`src/rtl/perceptron_epoch_sequencer_pkg.sv`:
```
// Shared types and default widths for the perceptron epoch sequencer
// and the perceptron core test environment.
package perceptron_epoch_sequencer_pkg;

  localparam int ADDR_W  = 6;
  localparam int DATA_W  = 16;
  localparam int EPOCH_W = 8;

  typedef enum logic [2:0] {
    S_IDLE      = 3'd0,
    S_FETCH     = 3'd1,
    S_CAPTURE   = 3'd2,
    S_ISSUE     = 3'd3,
    S_WAIT      = 3'd4,
    S_NEXT      = 3'd5,
    S_EPOCH_END = 3'd6,
    S_DONE      = 3'd7
  } state_e;

  function automatic logic abortable(state_e s);
    return !(s == S_IDLE || s == S_DONE);
  endfunction

endpackage

```
`src/rtl/perceptron_epoch_sequencer_if.sv`:
```
// Sample-memory read port and core sample/handshake bundle.
// The sequencer is master; memory and core sit on the slave side.
interface perceptron_epoch_sequencer_if #(
  parameter int ADDR_W = perceptron_epoch_sequencer_pkg::ADDR_W,
  parameter int DATA_W = perceptron_epoch_sequencer_pkg::DATA_W
);

  logic [ADDR_W-1:0] mem_addr;
  logic              mem_rd;
  logic [DATA_W-1:0] mem_x1;
  logic [DATA_W-1:0] mem_x2;
  logic [DATA_W-1:0] mem_t;
  logic [DATA_W-1:0] core_x1;
  logic [DATA_W-1:0] core_x2;
  logic [DATA_W-1:0] core_t;
  logic              core_go;
  logic              core_done;
  logic              core_error;

  modport master (
    output mem_addr, mem_rd,
    output core_x1, core_x2, core_t, core_go,
    input  mem_x1, mem_x2, mem_t,
    input  core_done, core_error
  );

  modport slave (
    input  mem_addr, mem_rd,
    input  core_x1, core_x2, core_t, core_go,
    output mem_x1, mem_x2, mem_t,
    output core_done, core_error
  );

endinterface

```
`src/rtl/perceptron_epoch_sequencer_seq_watchdog.sv`:
```
// Cycle watchdog: cleared before each core request, counts while enabled
// and raises tc on the LIMIT-th counted cycle.
module seq_watchdog #(
  parameter int LIMIT = 255
) (
  input  logic clk,
  input  logic rst,
  input  logic clr,
  input  logic en,
  output logic tc
);

  localparam int CW = $clog2(LIMIT + 1);

  logic [CW-1:0] cnt;

  always_ff @(posedge clk or posedge rst) begin
    if (rst) begin
      cnt <= '0;
    end else if (clr) begin
      cnt <= '0;
    end else if (en && !tc) begin
      cnt <= cnt + 1'b1;
    end
  end

  assign tc = (cnt == CW'(LIMIT - 1));

endmodule

```
`src/rtl/perceptron_epoch_sequencer.sv`:
```
// Epoch sequencer: streams samples to the perceptron core, counts
// per-epoch errors and stops on convergence, limit, timeout or abort.
module perceptron_epoch_sequencer #(
  parameter int ADDR_W  = perceptron_epoch_sequencer_pkg::ADDR_W,
  parameter int DATA_W  = perceptron_epoch_sequencer_pkg::DATA_W,
  parameter int EPOCH_W = perceptron_epoch_sequencer_pkg::EPOCH_W,
  parameter int TIMEOUT = 255
) (
  input  logic               clk,
  input  logic               rst,
  input  logic               start,
  input  logic               abort,
  input  logic [ADDR_W-1:0]  num_samples,
  input  logic [EPOCH_W-1:0] max_epochs,
  perceptron_epoch_sequencer_if.master bus,
  output logic               busy,
  output logic               done,
  output logic               converged,
  output logic               timed_out,
  output logic               aborted,
  output logic [EPOCH_W-1:0] epoch_count,
  output logic [ADDR_W-1:0]  err_count
);

  import perceptron_epoch_sequencer_pkg::*;

  state_e             state;
  logic [ADDR_W-1:0]  num_q;
  logic [EPOCH_W-1:0] max_q;
  logic [ADDR_W-1:0]  addr_q;
  logic               rd_q;
  logic               go_q;
  logic [DATA_W-1:0]  x1_q;
  logic [DATA_W-1:0]  x2_q;
  logic [DATA_W-1:0]  t_q;
  logic               wd_tc;
  logic               abort_hit;

  seq_watchdog #(
    .LIMIT (TIMEOUT)
  ) u_wd (
    .clk (clk),
    .rst (rst),
    .clr (state == S_ISSUE),
    .en  (state == S_WAIT),
    .tc  (wd_tc)
  );

  assign abort_hit = abort && abortable(state);

  assign bus.mem_addr = addr_q;
  assign bus.mem_rd   = rd_q;
  assign bus.core_go  = go_q;
  assign bus.core_x1  = x1_q;
  assign bus.core_x2  = x2_q;
  assign bus.core_t   = t_q;

  // Pulses are set on the transition into their state so they are
  // registered and line up exactly with FETCH, ISSUE and DONE.
  always_ff @(posedge clk or posedge rst) begin
    if (rst) begin
      state       <= S_IDLE;
      num_q       <= '0;
      max_q       <= '0;
      addr_q      <= '0;
      rd_q        <= 1'b0;
      go_q        <= 1'b0;
      x1_q        <= '0;
      x2_q        <= '0;
      t_q         <= '0;
      busy        <= 1'b0;
      done        <= 1'b0;
      converged   <= 1'b0;
      timed_out   <= 1'b0;
      aborted     <= 1'b0;
      epoch_count <= '0;
      err_count   <= '0;
    end else begin
      rd_q <= 1'b0;
      go_q <= 1'b0;
      done <= 1'b0;
      if (abort_hit) begin
        aborted <= 1'b1;
        done    <= 1'b1;
        state   <= S_DONE;
      end else begin
        unique case (state)
          S_IDLE: begin
            if (start) begin
              num_q       <= num_samples;
              max_q       <= max_epochs;
              addr_q      <= '0;
              epoch_count <= '0;
              err_count   <= '0;
              converged   <= 1'b0;
              timed_out   <= 1'b0;
              aborted     <= 1'b0;
              busy        <= 1'b1;
              if (num_samples == '0 || max_epochs == '0) begin
                done  <= 1'b1;
                state <= S_DONE;
              end else begin
                rd_q  <= 1'b1;
                state <= S_FETCH;
              end
            end
          end
          S_FETCH: state <= S_CAPTURE;
          S_CAPTURE: begin
            x1_q  <= bus.mem_x1;
            x2_q  <= bus.mem_x2;
            t_q   <= bus.mem_t;
            go_q  <= 1'b1;
            state <= S_ISSUE;
          end
          S_ISSUE: state <= S_WAIT;
          S_WAIT: begin
            if (bus.core_done) begin
              if (bus.core_error && err_count != '1)
                err_count <= err_count + 1'b1;
              state <= S_NEXT;
            end else if (wd_tc) begin
              timed_out <= 1'b1;
              done      <= 1'b1;
              state     <= S_DONE;
            end
          end
          S_NEXT: begin
            if (addr_q == num_q - 1'b1) begin
              state <= S_EPOCH_END;
            end else begin
              addr_q <= addr_q + 1'b1;
              rd_q   <= 1'b1;
              state  <= S_FETCH;
            end
          end
          S_EPOCH_END: begin
            epoch_count <= epoch_count + 1'b1;
            if (err_count == '0) begin
              converged <= 1'b1;
              done      <= 1'b1;
              state     <= S_DONE;
            end else if ((epoch_count + 1'b1) == max_q) begin
              done  <= 1'b1;
              state <= S_DONE;
            end else begin
              addr_q    <= '0;
              err_count <= '0;
              rd_q      <= 1'b1;
              state     <= S_FETCH;
            end
          end
          S_DONE: begin
            busy  <= 1'b0;
            state <= S_IDLE;
          end
          default: state <= S_IDLE;
        endcase
      end
    end
  end

endmodule
```
`src/flat_wrapper.sv`:
```
// flat-port wrapper written by rule: the top's interface ports become plain ports
module perceptron_epoch_sequencer_flat import perceptron_epoch_sequencer_pkg::*;
#(
  parameter int ADDR_W  = perceptron_epoch_sequencer_pkg::ADDR_W,
  parameter int DATA_W  = perceptron_epoch_sequencer_pkg::DATA_W,
  parameter int EPOCH_W = perceptron_epoch_sequencer_pkg::EPOCH_W,
  parameter int TIMEOUT = 255
)
  (clk, rst, start, abort, num_samples, max_epochs, busy, done, converged, timed_out, aborted, epoch_count, err_count, bus_mem_addr, bus_mem_rd, bus_core_x1, bus_core_x2, bus_core_t, bus_core_go, bus_mem_x1, bus_mem_x2, bus_mem_t, bus_core_done, bus_core_error);
  perceptron_epoch_sequencer_if #(.ADDR_W(ADDR_W), .DATA_W(DATA_W)) bus_i ();
  input  logic clk;
  input  logic rst;
  input  logic start;
  input  logic abort;
  input  logic [ADDR_W-1:0] num_samples;
  input  logic [EPOCH_W-1:0] max_epochs;
  output logic busy;
  output logic done;
  output logic converged;
  output logic timed_out;
  output logic aborted;
  output logic [EPOCH_W-1:0] epoch_count;
  output logic [ADDR_W-1:0] err_count;
  output wire logic [$bits(bus_i.mem_addr)-1:0] bus_mem_addr;
  output wire logic [$bits(bus_i.mem_rd)-1:0] bus_mem_rd;
  output wire logic [$bits(bus_i.core_x1)-1:0] bus_core_x1;
  output wire logic [$bits(bus_i.core_x2)-1:0] bus_core_x2;
  output wire logic [$bits(bus_i.core_t)-1:0] bus_core_t;
  output wire logic [$bits(bus_i.core_go)-1:0] bus_core_go;
  input wire logic [$bits(bus_i.mem_x1)-1:0] bus_mem_x1;
  input wire logic [$bits(bus_i.mem_x2)-1:0] bus_mem_x2;
  input wire logic [$bits(bus_i.mem_t)-1:0] bus_mem_t;
  input wire logic [$bits(bus_i.core_done)-1:0] bus_core_done;
  input wire logic [$bits(bus_i.core_error)-1:0] bus_core_error;
  assign bus_mem_addr = bus_i.mem_addr;
  assign bus_mem_rd = bus_i.mem_rd;
  assign bus_core_x1 = bus_i.core_x1;
  assign bus_core_x2 = bus_i.core_x2;
  assign bus_core_t = bus_i.core_t;
  assign bus_core_go = bus_i.core_go;
  assign bus_i.mem_x1 = bus_mem_x1;
  assign bus_i.mem_x2 = bus_mem_x2;
  assign bus_i.mem_t = bus_mem_t;
  assign bus_i.core_done = bus_core_done;
  assign bus_i.core_error = bus_core_error;
  perceptron_epoch_sequencer #(.ADDR_W(ADDR_W), .DATA_W(DATA_W), .EPOCH_W(EPOCH_W), .TIMEOUT(TIMEOUT)) u_core (.clk(clk), .rst(rst), .start(start), .abort(abort), .num_samples(num_samples), .max_epochs(max_epochs), .bus(bus_i), .busy(busy), .done(done), .converged(converged), .timed_out(timed_out), .aborted(aborted), .epoch_count(epoch_count), .err_count(err_count));
endmodule
```
`config.mk`:
```
export PLATFORM = sky130hd
export DESIGN_NAME = perceptron_epoch_sequencer_flat
export DESIGN_NICKNAME = d
export VERILOG_FILES = /design/src/rtl/perceptron_epoch_sequencer_pkg.sv /design/src/rtl/perceptron_epoch_sequencer_if.sv /design/src/rtl/perceptron_epoch_sequencer_seq_watchdog.sv /design/src/rtl/perceptron_epoch_sequencer.sv /design/src/flat_wrapper.sv
export SDC_FILE = /design/constraint.sdc
export NUM_CORES = 1
export LEC_CHECK = 0
export BUFFER_PORTS_ARGS = -buffer_cell sky130_fd_sc_hd__buf_2
export CAP_MARGIN = 0
export CORE_ASPECT_RATIO = 0.6
export CORE_MARGIN = 2
export CORE_UTILIZATION = 35
export CTS_BUF_LIST = sky130_fd_sc_hd__clkbuf_16
export DETAILED_ROUTE_END_ITERATION = 8
export PLACE_DENSITY = 0.58
export SLEW_MARGIN = 25
export SYNTH_ARGS = -nofsm -noshare
export SYNTH_HDL_FRONTEND = slang
export SYNTH_HIERARCHICAL = 1
export SYNTH_SLANG_ARGS = --single-unit
```
`constraint.sdc`:
```
create_clock -name clk -period 4 [get_ports clk]
set_clock_uncertainty 0.05 [all_clocks]
set_input_delay 1.2 -clock clk [delete_from_list [all_inputs] [get_ports clk]]
set_output_delay 1.2 -clock clk [all_outputs]
set_load 0.005 [all_outputs]
```
After elaboration in Yosys (flattened, before gate mapping)
Index checks and enable logic that the tools add are counted.
- input port bits: 68
- word-level logic and storage cells: 122
- flip-flop bits (word level): 100
- eq/ne operators: 22
- bitwise logic cells: 1
- reduce and logical (&&, ||, !) cells: 29
- multiplexer cells: 48
- $add $sub $neg: 5
- operators by type and width (kind ; number):
    $mux W6 ; 6
    $pmux W6 S3 ; 2
    $mux W3 ; 8
    $mux W8 ; 3
    $pmux W3 S8 ; 1
    $mux W1 ; 22
    $add A8 B1 Y8 const B ; 2
    $pmux W8 S2 ; 1
    $add A6 B1 Y6 const B ; 2
    $eq A3 B3 Y1 const B ; 4
    $logic_not A6 Y1 ; 2
    $ne A2 B2 Y1 const B ; 6
    $reduce_bool A2 Y1 ; 6
    $reduce_and A3 Y1 ; 3
    $eq A8 B8 Y1 ; 1
    $eq A8 B8 Y1 const B ; 1
    $logic_not A8 Y1 ; 1
    $reduce_and A7 Y1 ; 1
    $eq A3 B2 Y1 const B ; 2
    $eq A6 B6 Y1 ; 1
    $ne A2 B1 Y1 const B ; 3
    $ne A6 B6 Y1 const B ; 1
    $pmux W1 S2 ; 3
    $pmux W1 S3 ; 2
    14 further kinds ; 21

Depth between registers and ports, before layout
- word-level depth: 6
- depth in mapped cells: 10
- depth with buffers taken out: 9

Cells and area by module
Netlist, hierarchy kept.
- modules (own cells, without submodules) (module ; sequential area each (um^2) ; cells an instance ; times used ; area each (um^2)):
    perceptron_epoch_sequencer ; 2302.2 ; 394 ; 1 ; 4421.7
    seq_watchdog ; 200.2 ; 52 ; 1 ; 500.5

Worst setup path before layout
No wires, ideal clock.
- path kind: in2reg
- start: input abort
- end: register u_core.x2_q[1] (netlist: u_core/bus.core_x2[1])
- path slack: 1.078 ns
- arrival time: 2.747 ns
- cell stages on the path: 5
- cell sequence: clkbuf_1 > nor4_1 > clkbuf_1 > buf_2 > mux2_2
- longest elaborated chain between the ends: 3
- ends and longest elaborated chain (what ; RTL line ; RTL):
    start, declared ; flat_wrapper.sv:14 ; input logic abort;
    $logic_and A1 B1 Y1 ; perceptron_epoch_sequencer.sv:49 ; assign abort_hit = abort && abortable(state);
    $not A1 Y1 (no source line) ; - ;
    $reduce_and A2 Y1 (no source line) ; - ;
    end signal, assigned ; perceptron_epoch_sequencer.sv:111 ; x2_q <= bus.mem_x2;
    end, declared ; perceptron_epoch_sequencer.sv:34 ; logic [DATA_W-1:0] x2_q;
No other way between the ends.
A chain may end at the register's enable or synchronous reset.

Worst setup path after layout
- start: register u_core.epoch_count[0]
- end: register u_core.err_count[3]
- longest elaborated chain between the ends: 4
- ends and longest elaborated chain (what ; RTL line ; RTL):
    start, declared ; perceptron_epoch_sequencer.sv:21 ; output logic [EPOCH_W-1:0] epoch_count,
    start signal, assigned ; perceptron_epoch_sequencer.sv:138 ; epoch_count <= epoch_count + 1'b1;
    $add A8 B1 Y8 ; perceptron_epoch_sequencer.sv:143 ; end else if ((epoch_count + 1'b1) == max_q) begin
    $eq A8 B8 Y1 ; perceptron_epoch_sequencer.sv:143 ;
    $ne A2 B2 Y1 (no source line) ; - ;
    $reduce_and A7 Y1 (no source line) ; - ;
    end signal, assigned ; perceptron_epoch_sequencer.sv:120 ; err_count <= err_count + 1'b1;
    end, declared ; perceptron_epoch_sequencer.sv:22 ; output logic [ADDR_W-1:0] err_count
No other way between the ends.

==> impl_metrics.csv <==
group,metric,value,unit
sta,report.final.setup_viol,0,
grt,gr-total-overflow,0,
clock_network,insertion_delay,340,ps
finish,drive_gt1_share,40.51,%
power,peakVddDrop,0.0002587,V
floorplanning,initial_utilization,35.91,%
setup_path,crit_chain,"ha_1 > and3_1 > a21oi_1 > and4b_1 > nand4_2 > o21ai_0 > nand2b_1 > o31ai_1",
finish,final_common_cell,"buf_2",
sta,period_needed,2726,ps
sta,relSlewSlack,49.20,%
worst_hold_path,hold_path.class,"flop to flop",
finish,n_antenna_cell,0,
yosys,synth_cell_types,65,
placed_design,dp.cells,766,
sta,worst_hold_slack,453.9,ps
power,switching_share,35.00,%
finish,final_cell_area,6156,um2
setup_path,path_max_fanout,7,
outcome,status,"finished, final reports clean",
clock_network,cts_root_buf,"clkbuf_16",
setup_path,regToRegStartpoint,"u_core/epoch_count[0]",
placed_design,gp_congestion,0.8352,
detailed_routing,routed_wl,11870,um
detailed_routing,route.detailed.drc,0,
sta,max_freq,366.8,MHz
setup_path,endpoint_kind,"flop",
setup_path,critPathLaunch,"u_core/epoch_count[0]",
grt,grt_usage,16.72,%
floorplanning,die_x,157.1,um
power,pwr-share-comb,37.7,%
yosys,synth-simple-area-share,14.64,%
yosys,synth-compound-area-share,12.10,%
yosys,synthArstFlopShare,100.0,%
finish,final_nets,660,
placed_design,dp_slack,1077,ps
floorplanning,die_area,15060,um2
sta,tightest_slew,762.1,ps
floorplanning,die_h,95.86,um
placed_design,portBuffers,142,
placed_design,placed_cell_area,5839,um2
yosys,synth_top_flop_cell,"dfrtp_1",
clock_network,cts.reportedPaths.clkPinSlew,70,ps
detailed_routing,wl_per_cell,15.18,um
power,p_seq_share,40.7,%
yosys,synth_top_family_by_area,"simple AND/OR/NAND/NOR gates",
finish,stdcell_count,782,
clock_network,clockBufferDepth,2,
detailed_routing,drtIter0Drc,186,
setup_path,required,4200,ps
sta,finalSetupTns,0,ps
worst_hold_path,min_from,"u_core/bus.core_x2[11]",
power,cellPowerDensity,696.3,nW/um2
run,drv_cap,0,
setup_path,slowest_delay,560,ps
clock_network,cts_num_sinks,100,
finish,area_growth,25.06,%
setup_path,cpMaxStageDelayCell,"o21ai_0",
yosys,ys_ff_latch,100,
floorplanning,rows,33,
clock_network,numCtsBuffers,9,
grt,grt_max_degree,52,
power,p_leak,2.839,nW
setup_path,critPathArrivalTime,2920,ps
yosys,synthMuxAreaShare,14.62,%
grt,grt_pass1_vias,3913,
yosys,avgSynthCellArea,11.04,um2
setup_path,r2r_slack,1270,ps
yosys,synth_edf_count,0,
yosys,synthesis.area,4922,um2
grt,antenna_found_initial,0,
finish,fin_util,44.91,%
clock_network,cts_hold_buffers,0,
power,clkPwrFrac,21.6,%
setup_path,cp-start-kind,"flop",
yosys,seq_area_frac_synth,50.84,%
placed_design,dpl.hpwl,8921,um
detailed_routing,dr.pass1.iters,6,
floorplanning,fp.coreArea,13710,um2
power,power_switching,1.500,mW
setup_path,path_class,"flop to flop",
detailed_routing,vias,3920,
sta,report.final.hold_viol_count,0,
yosys,yosysWarnings,6,
detailed_routing,viasPerCell,5.013,
yosys,synthCells,446,
floorplanning,ios,143,
yosys,synth_xor_area_share,2.847,%
sta,rsz0062_at_grt,"false",
sta,period_share,68.16,%
sta,slew_violations,0,
clock_network,htree_levels,3,
sta,timing.final.ws_setup,1274,ps
yosys,synth_fp_nets,521,
clock_network,cts_tree,"yes",
finish,final_cell_mix,"buf_2 (142), dfrtp_1 (100), mux2_2 (59)",
power,internal_power,2.786,mW
clock_network,cts_resized,0,
yosys,synthAdderAreaFrac,1.779,%
clock_network,post_cts_buffers,0,
power,report.power.total,4.287,mW
grt,grt_pass1_wl,19840,um
detailed_routing,ant_nets,0,
area by class of cell:
class	count	area (um2)
timing repair buffer	147	760.7
clock inverter	7	91.34
clock buffer	9	225.2
fill	1326	7552
multi-input combinational	311	2275
tap	192	240.2
sequential	100	2502
inverter	16	61.31
per-layer routing:
| layer | share of wire [%] | up-vias | GRT usage, % |
|---|---|---|---|
| li1 | - | 1884 | - |
| met1 | 47 | 1898 | 22.90 |
| met2 | 45 | 132 | 25.55 |
| met3 | 8.0 | 6 | 5.988 |
| met4 | 0.56 | 0 | 3.788 |
| met5 | 0 | - | 0 |
sequential cells by signal, indices dropped and copies added, names as in the netlist, 3 cells and up:
register	flops
u_core/bus.core_x2	16
u_core/bus.core_x1	16
u_core/bus.mem_addr	6
u_core/err_count	6
u_core/state	3
u_core/max_q	8
u_core/num_q	6
u_core/bus.core_t	16
u_core/u_wd/cnt	8
u_core/epoch_count	8
power by group through the flow:
stage / clock network [mW] / logic [mW] / registers [mW]
global route: 0.994 / 1.79 / 1.82
floorplan: 0 / 1.08 / 1.70
CTS: 0.955 / 1.64 / 1.75
detailed placement: 0 / 1.64 / 1.75
finish: 0.927 / 1.62 / 1.74
global placement: 0 / 1.59 / 1.75
path summary, 6_finish.rpt:
path,endpoint,cells after the start
setup / recovery,u_core/err_count[3],8
hold / removal,u_core/bus.core_x2[11],1
setup reg to reg,u_core/err_count[3],8
hold reg to reg,u_core/bus.core_x2[11],1
max in group asynchronous,u_core/bus.core_x2[7],3
min in group asynchronous,u_core/u_wd/cnt[3],2
cell usage after synthesis, types with 6 or more instances:
cell      instances  area share [%]
dfrtp_1         100              51
nand2_1          35             2.7
o21ai_0          25             2.5
mux2_2           59              13
buf_2             8            0.81
ha_1              7             1.8
inv_1            16             1.2
and3_1            6            0.76
nor3_1           10             1.0
a21oi_1          20             2.0
nand3_1          13             1.3
nor2_1           28             2.1
clkbuf_1          8            0.61
xnor2_1          11             2.0
cell families after synthesis:
group | Yosys count
fa+ha+maj | 7
mux | 64
buf+inv | 35
compound gates | 88
flops | 100
simple gates | 136
xor+xnor | 16
worst max-delay path, delay by kind of cell (launching register included):
kind	cells	cell delay, ps
AOI/OAI and AO/OA	3	860
adders and majority gates	1	310
DFF	1	470
and+or+nand+nor	4	950
Note: power is estimated with default switching activity, not from simulation.
